[src/rtl/VX_gpu_pkg.sv]
// Shared GPU front-end types: commit arbiter FSM state and a sizing helper.
package VX_gpu_pkg;

  typedef logic [0:0] commit_arb_state_t;

  localparam commit_arb_state_t ARB  = 1'b0;
  localparam commit_arb_state_t LOCK = 1'b1;

  // Index width that never collapses to zero bits for a single-entry set.
  function automatic int unsigned clog2_min1(input int unsigned n);
    return (n > 1) ? $clog2(n) : 1;
  endfunction

endpackage

[src/rtl/VX_elastic_buffer.sv]
// Two-entry elastic buffer with registered output and registered-only readiness
// (output register plus one skid entry).
module VX_elastic_buffer #(
  parameter int unsigned DATAW   = 8,
  parameter int unsigned SIZE    = 2,
  parameter int unsigned OUT_REG = 1
) (
  input  logic             clk,
  input  logic             reset,
  input  logic             valid_in,
  input  logic [DATAW-1:0] data_in,
  output logic             ready_in,
  output logic             valid_out,
  output logic [DATAW-1:0] data_out,
  input  logic             ready_out
);

  if (SIZE != 2 || OUT_REG != 1) begin : g_bad_params
    $error("VX_elastic_buffer: only SIZE=2 with OUT_REG=1 is implemented");
  end

  logic             out_valid_q;
  logic             skid_valid_q;
  logic [DATAW-1:0] out_data_q;
  logic [DATAW-1:0] skid_data_q;
  logic             push;
  logic             out_free;

  // Readiness comes only from the skid flop, so ready_out never reaches ready_in.
  assign ready_in  = !skid_valid_q;
  assign push      = valid_in && !skid_valid_q;
  assign out_free  = !out_valid_q || ready_out;
  assign valid_out = out_valid_q;
  assign data_out  = out_data_q;

  always_ff @(posedge clk or posedge reset) begin
    if (reset) begin
      out_valid_q  <= 1'b0;
      skid_valid_q <= 1'b0;
    end else if (out_free) begin
      out_valid_q  <= skid_valid_q || push;
      skid_valid_q <= 1'b0;
    end else if (push) begin
      skid_valid_q <= 1'b1;
    end
  end

  // Payload registers are intentionally not reset.
  always_ff @(posedge clk) begin
    if (out_free) begin
      if (skid_valid_q) begin
        out_data_q <= skid_data_q;
      end else if (push) begin
        out_data_q <= data_in;
      end
    end else if (push) begin
      skid_data_q <= data_in;
    end
  end

endmodule

[src/rtl/vx_commit_arbiter.sv]
// Commit arbiter: round-robin with aging and packet lock into a 2-entry output buffer.
// Define COMMIT_ARB_PERF_EN to add the perf_stalls / perf_starve_grants outputs.
module vx_commit_arbiter
  import VX_gpu_pkg::*;
#(
  parameter  int unsigned NUM_REQS     = 4,
  parameter  int unsigned DATAW        = 64,
  parameter  int unsigned STARVE_LIMIT = 15,
  parameter  int unsigned CTR_W        = 32,
  localparam int unsigned SELW         = clog2_min1(NUM_REQS)
) (
  input  logic                      clk,
  input  logic                      reset,
  input  logic [NUM_REQS-1:0]       valid_in,
  input  logic [NUM_REQS*DATAW-1:0] data_in,
  input  logic [NUM_REQS-1:0]       eop_in,
  output logic [NUM_REQS-1:0]       ready_in,
  output logic                      valid_out,
  output logic [DATAW-1:0]          data_out,
  output logic                      eop_out,
  output logic [SELW-1:0]           sel_out,
  input  logic                      ready_out
`ifdef COMMIT_ARB_PERF_EN
  ,
  output logic [CTR_W-1:0]          perf_stalls,
  output logic [CTR_W-1:0]          perf_starve_grants
`endif
);

  localparam int unsigned WCW  = clog2_min1(STARVE_LIMIT + 1);
  localparam int unsigned BUFW = DATAW + 1 + SELW;

  if (NUM_REQS < 1 || CTR_W < 1) begin : g_bad_params
    $error("vx_commit_arbiter: NUM_REQS and CTR_W must be at least 1");
  end

  commit_arb_state_t    state_q, state_d;
  logic [SELW-1:0]      lock_q, lock_d;
  logic [SELW-1:0]      ptr_q, ptr_d;
  logic [WCW-1:0]       wait_q [NUM_REQS];

  logic [NUM_REQS-1:0]  starving;
  logic                 rr_any, starve_any;
  logic [SELW-1:0]      rr_idx, starve_idx;
  logic [SELW-1:0]      sel;
  logic                 grant, starve_win, fire, sel_eop;
  logic [DATAW-1:0]     sel_data;
  int unsigned          idx;

  logic                 buf_ready, buf_valid;
  logic [BUFW-1:0]      buf_din, buf_dout;

  // Aged requesters: waited STARVE_LIMIT cycles and still asking.
  always_comb begin
    starving = '0;
    for (int i = 0; i < NUM_REQS; i++) begin
      starving[i] = (STARVE_LIMIT != 0) && valid_in[i] && (wait_q[i] == WCW'(STARVE_LIMIT));
    end
  end

  // First valid and first starving index, scanning upward from the pointer.
  always_comb begin
    rr_any     = 1'b0;
    rr_idx     = '0;
    starve_any = 1'b0;
    starve_idx = '0;
    idx        = 0;
    for (int k = 0; k < NUM_REQS; k++) begin
      idx = (32'(ptr_q) + 32'(k)) % NUM_REQS;
      if (valid_in[SELW'(idx)] && !rr_any) begin
        rr_any = 1'b1;
        rr_idx = SELW'(idx);
      end
      if (starving[SELW'(idx)] && !starve_any) begin
        starve_any = 1'b1;
        starve_idx = SELW'(idx);
      end
    end
  end

  // Grant selection: lock beats aging, aging beats round-robin.
  always_comb begin
    sel        = rr_idx;
    grant      = rr_any;
    starve_win = 1'b0;
    if (state_q == LOCK) begin
      sel   = lock_q;
      grant = 1'b1;
    end else if (starve_any) begin
      sel        = starve_idx;
      grant      = 1'b1;
      starve_win = 1'b1;
    end
  end

  always_comb begin
    ready_in = '0;
    if (grant && buf_ready && !reset) begin
      ready_in[sel] = 1'b1;
    end
  end

  assign fire = |(valid_in & ready_in);

  always_comb begin
    sel_data = '0;
    sel_eop  = 1'b0;
    for (int i = 0; i < NUM_REQS; i++) begin
      if (SELW'(i) == sel) begin
        sel_data = data_in[i*DATAW +: DATAW];
        sel_eop  = eop_in[i];
      end
    end
  end

  // ARB/LOCK next state, lock owner and round-robin pointer.
  always_comb begin
    state_d = state_q;
    lock_d  = lock_q;
    ptr_d   = ptr_q;
    if (fire) begin
      if (sel_eop) begin
        state_d = ARB;
        ptr_d   = (sel == SELW'(NUM_REQS - 1)) ? '0 : sel + 1'b1;
      end else begin
        state_d = LOCK;
        lock_d  = sel;
      end
    end
  end

  always_ff @(posedge clk or posedge reset) begin
    if (reset) begin
      state_q <= ARB;
      lock_q  <= '0;
      ptr_q   <= '0;
    end else begin
      state_q <= state_d;
      lock_q  <= lock_d;
      ptr_q   <= ptr_d;
    end
  end

  always_ff @(posedge clk or posedge reset) begin
    if (reset) begin
      for (int i = 0; i < NUM_REQS; i++) begin
        wait_q[i] <= '0;
      end
    end else begin
      for (int i = 0; i < NUM_REQS; i++) begin
        if (!valid_in[i] || ready_in[i]) begin
          wait_q[i] <= '0;
        end else if (wait_q[i] != WCW'(STARVE_LIMIT)) begin
          wait_q[i] <= wait_q[i] + 1'b1;
        end
      end
    end
  end

  assign buf_din = {sel, sel_eop, sel_data};

  VX_elastic_buffer #(
    .DATAW   (BUFW),
    .SIZE    (2),
    .OUT_REG (1)
  ) u_out_buf (
    .clk       (clk),
    .reset     (reset),
    .valid_in  (fire),
    .data_in   (buf_din),
    .ready_in  (buf_ready),
    .valid_out (buf_valid),
    .data_out  (buf_dout),
    .ready_out (ready_out)
  );

  // Control fields are qualified by valid so they read zero out of reset.
  assign valid_out = buf_valid;
  assign data_out  = buf_dout[DATAW-1:0];
  assign eop_out   = buf_valid && buf_dout[DATAW];
  assign sel_out   = buf_valid ? buf_dout[BUFW-1 -: SELW] : '0;

`ifdef COMMIT_ARB_PERF_EN
  always_ff @(posedge clk or posedge reset) begin
    if (reset) begin
      perf_stalls        <= '0;
      perf_starve_grants <= '0;
    end else begin
      if (|valid_in && !fire) begin
        perf_stalls <= perf_stalls + CTR_W'(1);
      end
      if (fire && starve_win) begin
        perf_starve_grants <= perf_starve_grants + CTR_W'(1);
      end
    end
  end
`endif

endmodule

[config.mk]
export PLATFORM = sky130hd
export DESIGN_NAME = vx_commit_arbiter
export DESIGN_NICKNAME = d
export VERILOG_FILES = /design/src/rtl/VX_gpu_pkg.sv /design/src/rtl/VX_elastic_buffer.sv /design/src/rtl/vx_commit_arbiter.sv
export SDC_FILE = /design/constraint.sdc
export NUM_CORES = 1
export LEC_CHECK = 0
export CELL_PAD_IN_SITES_DETAIL_PLACEMENT = 1
export CELL_PAD_IN_SITES_GLOBAL_PLACEMENT = 1
export CORE_UTILIZATION = 30
export CTS_CLUSTER_DIAMETER = 150
export DETAILED_ROUTE_END_ITERATION = 10
export PLACE_DENSITY_LB_ADDON = 0.1
export SLEW_MARGIN = 20
export SYNTH_ARGS = -nofsm -noshare
export SYNTH_HDL_FRONTEND = slang
export SYNTH_HIERARCHICAL = 1
export SYNTH_SLANG_ARGS = --single-unit
[constraint.sdc]
create_clock -name clk -period 8.2 [get_ports clk]
set_input_delay 1.23 -clock clk [delete_from_list [all_inputs] [get_ports clk]]
set_output_delay 1.23 -clock clk [all_outputs]
set_load 0.01 [all_outputs]
==> results.json, run 1 <==
{
  "status": "finished, final reports clean",
  "syn_nets": 1079,
  "slowest_delay_ps": 900,
  "hold_violations": 0,
  "critPathMostFrequentCell": "clkdlybuf4s50_1",
  "synth_top_area_cell": "edfxtp_1",
  "finalSetupTns_ps": 0,
  "final_common_cell": "clkdlybuf4s50_1",
  "startpoint": "valid_in[3]",
  "crit_type": "in2out",
  "clkTransAtPathRegs_ps": 70,
  "gp_congestion": 0.769,
  "dp.final_hpwl_microns": 19700,
  "netlist.area_leader.share_pct": 45.9,
  "relSlewSlack_pct": 37.8,
  "final_cell_mix": "clkdlybuf4s50_1 (338), a21oi_1 (136), nand2_1 (135)",
  "critPathSlowestCell": "ha_2",
  "drive_gt1_share_pct": 10.4,
  "crit_chain": "clkdlybuf4s50_1, and4_1, nor4_1, o31ai_1, a41oi_1, ha_2, and2_1, clkdlybuf4s50_1",
  "tightestPinTransition_ps": 932,
  "syn_area_per_cell_sq_um": 10.9,
  "critPathArrivalTime_ps": 4880,
  "timing.fmax_mhz": 164,
  "use_met1_pct": 23.1,
  "synth-edff-count": 134,
  "r2r_start": "wait_q[8]$_DFFE_PP0P_",
  "cts_max_level": 4,
  "max-clock-path-buffers": 2,
  "ir_worst_vdd_uv": 237,
  "holdBufCountCts": 0,
  "syn2layout_area_growth_pct": 49.3,
  "viasPerCell": 4.77,
  "grt_pass1_vias": 7443,
  "cts_tree": "built",
  "worstSetupStartpointType": "input port",
  "root_buffer": "clkbuf_16",
  "rsz0062_at_grt": "no",
  "synth.area.top_cells": "edfxtp_1 (46%), mux2_4 (12%), a21oi_1 (7.8%)",
  "clk_latency_ps": 420,
  "required_ps": 6970,
  "power.density_nw_per_um2": 395,
  "antenna_found_initial": 2,
  "wl_per_cell_microns": 18.4,
  "cp_top_family": "buffers and inverters",
  "synth_seq_area_share_pct": 52.4,
  "firstDrtPassIters": 4,
  "vias": 7199,
  "ys.flop_type": "edfxtp_1",
  "syn_area_sq_um": 8770,
  "syn_inst": 804,
  "wirelength_microns": 27700,
  "skew_ps": 12.6,
  "grt.overflow.total": 0,
  "worst_hold_startpoint": "lock_q[0]$_DFFE_PP0P_",
  "path_buf_inv": 2,
  "grt_max_degree": 83,
  "ys_ff_latch": 157,
  "met3_usage_pct": 4.42,
  "final_cells": 1508,
  "fin_nets": 1384,
  "dp_cells": 1474,
  "fp.dieArea_sq_um": 29900,
  "holdWs_ps": 541,
  "power.leakage_nw": 4.60,
  "yosys_warnings": 6,
  "portBuffers": 338,
  "ant_nets": 0,
  "cts_setup_buffers": 0,
  "start_util_pct": 30.6,
  "drc": 0,
  "synth_cell_types": 39,
  "async_flop_share_pct": 14.6,
  "cp_max_fo": 37,
  "cts_sinks": 157,
  "die_w_microns": 173,
  "busiest_layer": "met2",
  "core-area_sq_um": 28700,
  "die_h_microns": 173,
  "grt_pass1_wl_microns": 43200,
  "drtIter0Drc": 243,
  "cts_buffers": 17,
  "min_path_type": "reg2reg",
  "rows": 62,
  "maxSlewViolCount": 0,
  "maxCapViolations": 0,
  "min_period_ps": 6110,
  "boundaryPins": 339,
  "grt_use_met2_pct": 32.1,
  "cts_resized": 0,
  "end_kind": "output pin",
  "period_share_pct": 74.5,
  "setup_viol": 0,
  "gr-usage-all-layers_pct": 18.5
}
[cell type report]
cell class | instances | area [sq um]
repair buffers | 346 | 3460
fillers | 3123 | 15600
multi-input cells | 578 | 3840
flip-flops and latches | 157 | 4600
clock inverters | 13 | 238
diodes | 2 | 5.00
clock buffers | 19 | 433
inverters | 9 | 33.8
well taps | 384 | 480
[cells in the mapped netlist, drive strengths merged (2+ instances only)]
cell and number:
a211oi 3, nor3b 6, buf 15, nand3 9, a22oi 2, and4 4
clkbuf 45, nor3 7, mux2i 8, ha 8, and2 7, a21oi 136
o21ai 68, nand2b 6, dfrtp 23, mux2 71, inv 9, edfxtp 134
nand2 135, nand3b 65, xnor2 4, a31oi 5, nor2 21, nand4 2
[registers in the layout, summed over array words and instances, names as in the netlist]
signal / flops
u_out_buf/skid_valid_q: 1
u_out_buf/data_out: 67
state_q: 1
ptr_q: 2
wait_q: 16
lock_q: 2
u_out_buf/skid_data_q: 67
u_out_buf/valid_out: 1
[logic make-up (layout without fill, tap and decap cells)]
family / count (synthesis) / after routing / share of synthesized area [%]
xor+xnor: 4 / 4 / 0.399
other cells: 0 / 2 / 0
simple gates: 265 / 265 / 15.3
flops: 157 / 157 / 52.4
compound gates: 222 / 222 / 13.3
fa+ha+maj: 8 / 8 / 1.14
buf+inv: 69 / 387 / 4.42
mux: 79 / 79 / 12.9
[worst register-to-register path: cells and delay by family, from the launching register on]
kind | cells | cell delay (ps)
simple gates | 3 | 1490
compound gates | 4 | 1200
fa+ha+maj | 2 | 1180
buf+inv | 1 | 500
flops | 1 | 420
[stage by stage]
step           worst slack, ps  power, mW  utilization (%)  instance area, sq um
6_report                  2090       5.17             45.6                 13100
5_1_grt                   1920       5.52             45.6                 13100
4_1_cts                   2060       5.25             45.6                 13100
3_5_place_dp              1820       4.32             43.3                 12400
3_3_place_gp              1890       4.27             43.3                 12400
2_1_floorplan             1720       3.32                -                  8780
[routing by layer]
layer | routed length, microns | vias to the layer above
met5 | 0 | -
met4 | 343 | 0
met3 | 1610 | 19
met2 | 13700 | 199
met1 | 12100 | 3437
li1 | - | 3544
[report_power, final]
group,internal (mW),switching [mW],leakage [nW]
Sequential,1.39,0.115,1.54
Clock,0.575,0.328,0.321
Combinational,1.35,1.41,2.73
[final timing paths]
| check | end | depth (start not counted) | slack, ps |
|---|---|---|---|
| worst max register to register | u_out_buf/skid_data_q[6]$_DFFE_PP_ | 10 | 3030 |
| worst min register to register | lock_q[0]$_DFFE_PP0P_ | 2 | 540 |
| max in group asynchronous | lock_q[1]$_DFFE_PP0P_ | 2 | 6280 |
| worst max-delay path | ready_in[0] | 8 | 2090 |
| min in group asynchronous | u_out_buf/skid_valid_q$_DFFE_PP0P_ | 2 | 1010 |
| worst min-delay path | lock_q[0]$_DFFE_PP0P_ | 2 | 540 |
(Power assumes the default switching activity.)
==> run 2, diff against run 1 <==
--- a/config.mk
+++ b/config.mk
@@ -7,7 +7,7 @@
 export LEC_CHECK = 0
 export CELL_PAD_IN_SITES_DETAIL_PLACEMENT = 1
 export CELL_PAD_IN_SITES_GLOBAL_PLACEMENT = 1
-export CORE_UTILIZATION = 30
+export CORE_UTILIZATION = 34
 export CTS_CLUSTER_DIAMETER = 150
 export DETAILED_ROUTE_END_ITERATION = 10
 export PLACE_DENSITY_LB_ADDON = 0.1
==> constraint.sdc (replaced) <==
create_clock -name clk -period 6.16 [get_ports clk]
set_input_delay 0.924 -clock clk [delete_from_list [all_inputs] [get_ports clk]]
set_output_delay 0.924 -clock clk [all_outputs]
set_load 0.01 [all_outputs]
==> results.json, run 2 (synthesis results as in run 1) <==
{
  "ir_worst_vdd_uv": 259,
  "grt_pass1_vias": 7301,
  "r2r_start": "wait_q[8]$_DFFE_PP0P_",
  "cts_setup_buffers": 0,
  "skew_ps": 10.4,
  "min_period_ps": 5280,
  "drtIter0Drc": 287,
  "dp.final_hpwl_microns": 20000,
  "gp_congestion": 0.790,
  "fp.dieArea_sq_um": 26400,
  "syn2layout_area_growth_pct": 48.0,
  "power.density_nw_per_um2": 519,
  "viasPerCell": 4.93,
  "critPathArrivalTime_ps": 4360,
  "final_common_cell": "clkdlybuf4s50_1",
  "cts_max_level": 4,
  "whs_path_depth": 1,
  "crit_type": "in2out",
  "end_kind": "output pin",
  "vias": 7175,
  "rrSetupSlack_ps": 1770,
  "drive_gt1_share_pct": 10.8,
  "drc": 0,
  "holdWs_ps": 548,
  "final_cell_mix": "clkdlybuf4s50_1 (338), a21oi_1 (136), nand2_1 (135)",
  "cp_max_fo": 75,
  "period_share_pct": 85.7,
  "cts_tree": "built",
  "relSlewSlack_pct": 42.1,
  "status": "finished, final reports clean",
  "antenna_found_initial": 1,
  "die_h_microns": 163,
  "portBuffers": 338,
  "worstRegToRegCells": 13,
  "min_path_type": "reg2reg",
  "ant_nets": 0,
  "core-area_sq_um": 25300,
  "wirelength_microns": 26900,
  "cts_resized": 0,
  "grt_pass1_wl_microns": 40400,
  "min_to": "u_out_buf/data_out[4]$_DFFE_PP_",
  "fin_util_pct": 51.4,
  "die_w_microns": 163,
  "required_ps": 5240,
  "finalSetupTns_ps": 0,
  "clkTransAtPathRegs_ps": 70,
  "grt_max_degree": 76,
  "rsz0062_at_grt": "no",
  "grt.overflow.total": 0,
  "start_util_pct": 34.7,
  "fin_nets": 1387,
  "boundaryPins": 339,
  "timing.fmax_mhz": 189,
  "hold_violations": 0,
  "wl_per_cell_microns": 18.5,
  "gr-usage-all-layers_pct": 20.1,
  "setup_viol": 0,
  "worst_hold_startpoint": "u_out_buf/skid_data_q[4]$_DFFE_PP_",
  "tightestPinTransition_ps": 868,
  "rows": 58,
  "holdBufCountCts": 0,
  "clk_latency_ps": 430,
  "cts_sinks": 157,
  "root_buffer": "clkbuf_16",
  "worstSetupStartpointType": "input port",
  "maxCapViolations": 0,
  "power.leakage_nw": 4.58,
  "firstDrtPassIters": 4,
  "timing.rr.end": "u_out_buf/data_out[26]$_DFFE_PP_",
  "cts_buffers": 17,
  "maxSlewViolCount": 0,
  "max-clock-path-buffers": 2
}
run 2: changes by cell type in the layout (fill, tap and decap cells not counted), sizes merged:
cell	change
diode	-1
buf	+3
bufinv	-5
inv	+6
clkbuf	-1
run 2: where the power goes:
part           internal, mW  switching [mW]
Clock                 0.574           0.471
Combinational          1.82            1.88
Sequential             1.84           0.154
run 2: how the worst max path moves through the flow:
| stage | cells past startpoint | startpoint | end |
|---|---|---|---|
| floorplan | 10 | valid_in[3] | u_out_buf/skid_data_q[0]$_DFFE_PP_ |
| global placement | 13 | valid_in[1] | u_out_buf/data_out[30]$_DFFE_PP_ |
| detailed placement | 13 | valid_in[1] | u_out_buf/data_out[30]$_DFFE_PP_ |
| CTS | 9 | valid_in[1] | ready_in[3] |
| global route | 9 | valid_in[1] | ready_in[3] |
| finish | 9 | valid_in[1] | ready_in[3] |
run 2: layout make-up:
| type | instances | area (sq um) |
|---|---|---|
| fill | 2707 | 12300 |
| sequential | 157 | 4600 |
| multi-input combinational | 578 | 3840 |
| timing repair buffer | 349 | 3500 |
| clock buffer | 18 | 429 |
| tap | 330 | 413 |
| clock inverter | 14 | 150 |
| inverter | 9 | 33.8 |
| antenna | 1 | 2.50 |
run 2: worst max-delay path: stages:
cell,delay (ps)
clkdlybuf4s50_1,560
and4_1,310
nor4_1,380
o31ai_1,170
a41oi_1,540
inv_1,280
ha_4,450
and2_1,250
clkdlybuf4s50_1,470
run 2: per-stage QoR:
stage / std cells / instance area, sq um / power (mW) / worst slack, ps
finish: 1456 / 13000 / 6.74 / 880
floorplan: 804 / 8780 / 4.41 / 441
global route: 1456 / 13000 / 7.19 / 626
CTS: 1455 / 13000 / 6.85 / 872
global placement: 1423 / 12400 / 5.68 / 997
detailed placement: 1423 / 12400 / 5.78 / 875
run 2: per-layer routing:
layer / vias to the layer above / GRT usage [%] / wire length [microns]
met3: 15 / 6.06 / 1910
met5: - / 0 / 0
met4: 0 / 5.01 / 271
li1: 3552 / - / -
met2: 211 / 36.2 / 13800
met1: 3397 / 23.0 / 11000
==> run 3, diff against run 2 <==
--- a/config.mk
+++ b/config.mk
@@ -8,6 +8,7 @@
 export CELL_PAD_IN_SITES_DETAIL_PLACEMENT = 1
 export CELL_PAD_IN_SITES_GLOBAL_PLACEMENT = 1
 export CORE_UTILIZATION = 34
+export CTS_BUF_LIST = sky130_fd_sc_hd__clkbuf_4 sky130_fd_sc_hd__clkbuf_8
 export CTS_CLUSTER_DIAMETER = 150
 export DETAILED_ROUTE_END_ITERATION = 10
 export PLACE_DENSITY_LB_ADDON = 0.1
==> results.json, run 3 (synthesis results as in run 1) <==
{
  "cts_max_level": 4,
  "drive_gt1_share_pct": 10.8,
  "gr-usage-all-layers_pct": 19.9,
  "rows": 58,
  "startpoint": "valid_in[1]",
  "end_kind": "output pin",
  "cp_top_family": "buffers and inverters",
  "critPathSlowestCell": "clkdlybuf4s50_1",
  "final_common_cell": "clkdlybuf4s50_1",
  "die_h_microns": 163,
  "final_cell_mix": "clkdlybuf4s50_1 (338), a21oi_1 (136), nand2_1 (135)",
  "power.density_nw_per_um2": 505,
  "hold_violations": 0,
  "preCtsSetupSlack_ps": 875,
  "grt_pass1_vias": 7256,
  "clk_latency_ps": 470,
  "power.leakage_nw": 4.50,
  "core-area_sq_um": 25300,
  "critPathMostFrequentCell": "clkdlybuf4s50_1",
  "cts_buffers": 17,
  "syn2layout_area_growth_pct": 45.8,
  "vias": 7213,
  "cts_tree": "built",
  "fin_nets": 1387,
  "firstDrtPassIters": 4,
  "timing.fmax_mhz": 190,
  "wirelength_microns": 26800,
  "grt_max_degree": 76,
  "maxSlewViolCount": 0,
  "clkTransAtPathRegs_ps": 90,
  "start_util_pct": 34.7,
  "dp.final_hpwl_microns": 20000,
  "period_share_pct": 85.4,
  "critPathArrivalTime_ps": 4340,
  "portBuffers": 338,
  "dp_cells": 1423,
  "ant_nets": 0,
  "root_buffer": "clkbuf_8",
  "grt_pass1_wl_microns": 40100,
  "drc": 0,
  "gp_congestion": 0.790,
  "tightestPinTransition_ps": 861,
  "relSlewSlack_pct": 42.6,
  "worstSetupStartpointType": "input port",
  "register_area_sq_um": 4600,
  "multi_input_area_sq_um": 3840,
  "skew_ps": 19.9,
  "maxCapViolations": 0,
  "cts_resized": 0,
  "slowest_delay_ps": 570,
  "rsz0062_at_grt": "no",
  "antenna_found_initial": 1,
  "drtIter0Drc": 288,
  "required_ps": 5240,
  "cts_setup_buffers": 0,
  "max-clock-path-buffers": 2,
  "postPlaceCellArea_sq_um": 12400,
  "finalSetupTns_ps": 0,
  "r2r_start": "wait_q[8]$_DFFE_PP0P_",
  "viasPerCell": 4.95,
  "min_period_ps": 5260,
  "wl_per_cell_microns": 18.4,
  "ir_worst_vdd_uv": 259,
  "final_cells": 1456,
  "final_area_sq_um": 12800,
  "grt.overflow.total": 0,
  "crit_chain": "clkdlybuf4s50_1, and4_1, nor4_1, o31ai_1, a41oi_1, inv_1, ha_4, and2_1, clkdlybuf4s50_1",
  "crit_type": "in2out",
  "boundaryPins": 339,
  "fillers": 2728,
  "status": "finished, final reports clean",
  "holdBufCountCts": 0,
  "path_buf_inv": 3,
  "worst_hold_startpoint": "lock_q[0]$_DFFE_PP0P_",
  "layout_setup_ws_ps": 900,
  "cts_sinks": 157,
  "die_w_microns": 163,
  "fp.dieArea_sq_um": 26400,
  "min_path_type": "reg2reg",
  "cp_max_fo": 75,
  "setup_viol": 0
}
-- run 3: cell count changes in the layout (fill, tap and decap cells not counted) --
cell / change
clkbuf_16: -17
clkbuf_8: +17
clkbuf_1: -1
clkbuf_4: +1
-- run 3: per-stage QoR --
step	hold WS (ps)	util (%)	power, mW
final	543	50.6	6.46
after global routing	557	50.6	6.90
after CTS	544	50.6	6.57
after detailed placement	522	49.1	5.78
after global placement	503	49.1	5.68
after floorplan	486	-	4.41
-- run 3: worst paths after layout --
check / to / slack (ps) / depth (start not counted)
hold reg to reg: lock_q[0]$_DFFE_PP0P_ / 540 / 2
max in group asynchronous: wait_q[2]$_DFFE_PP0P_ / 4660 / 2
hold / removal: lock_q[0]$_DFFE_PP0P_ / 540 / 2
min in group asynchronous: u_out_buf/skid_valid_q$_DFFE_PP0P_ / 670 / 2
setup reg to reg: u_out_buf/data_out[5]$_DFFE_PP_ / 1780 / 13
setup / recovery: ready_in[3] / 900 / 9
-- run 3: area by class of cell --
type                       instances  share of cell area, %
inverter                           9                  0.264
multi-input combinational        578                   30.0
sequential                       157                   36.0
tap                              330                   3.23
timing repair buffer             349                   27.4
antenna                            1                 0.0196
clock buffer                      18                   1.89
clock inverter                    14                   1.17
-- run 3: worst min-delay path, delay by kind of cell (launching register included) --
family,cells,cell delay (ps)
buf+inv,1,50
flops,1,340
mux,1,110
-- run 3: power breakdown --
part / internal (mW) / switching [mW] / total (mW)
sequential: 1.84 / 0.154 / 2.00
combinational: 1.81 / 1.87 / 3.69
clock: 0.341 / 0.434 / 0.775
-- run 3: per-layer routing --
layer,GRT usage [%],part of all wire (%)
met4,5.01,1.1
met2,35.7,51
met5,0,0
met1,22.8,40
met3,6.06,7.6
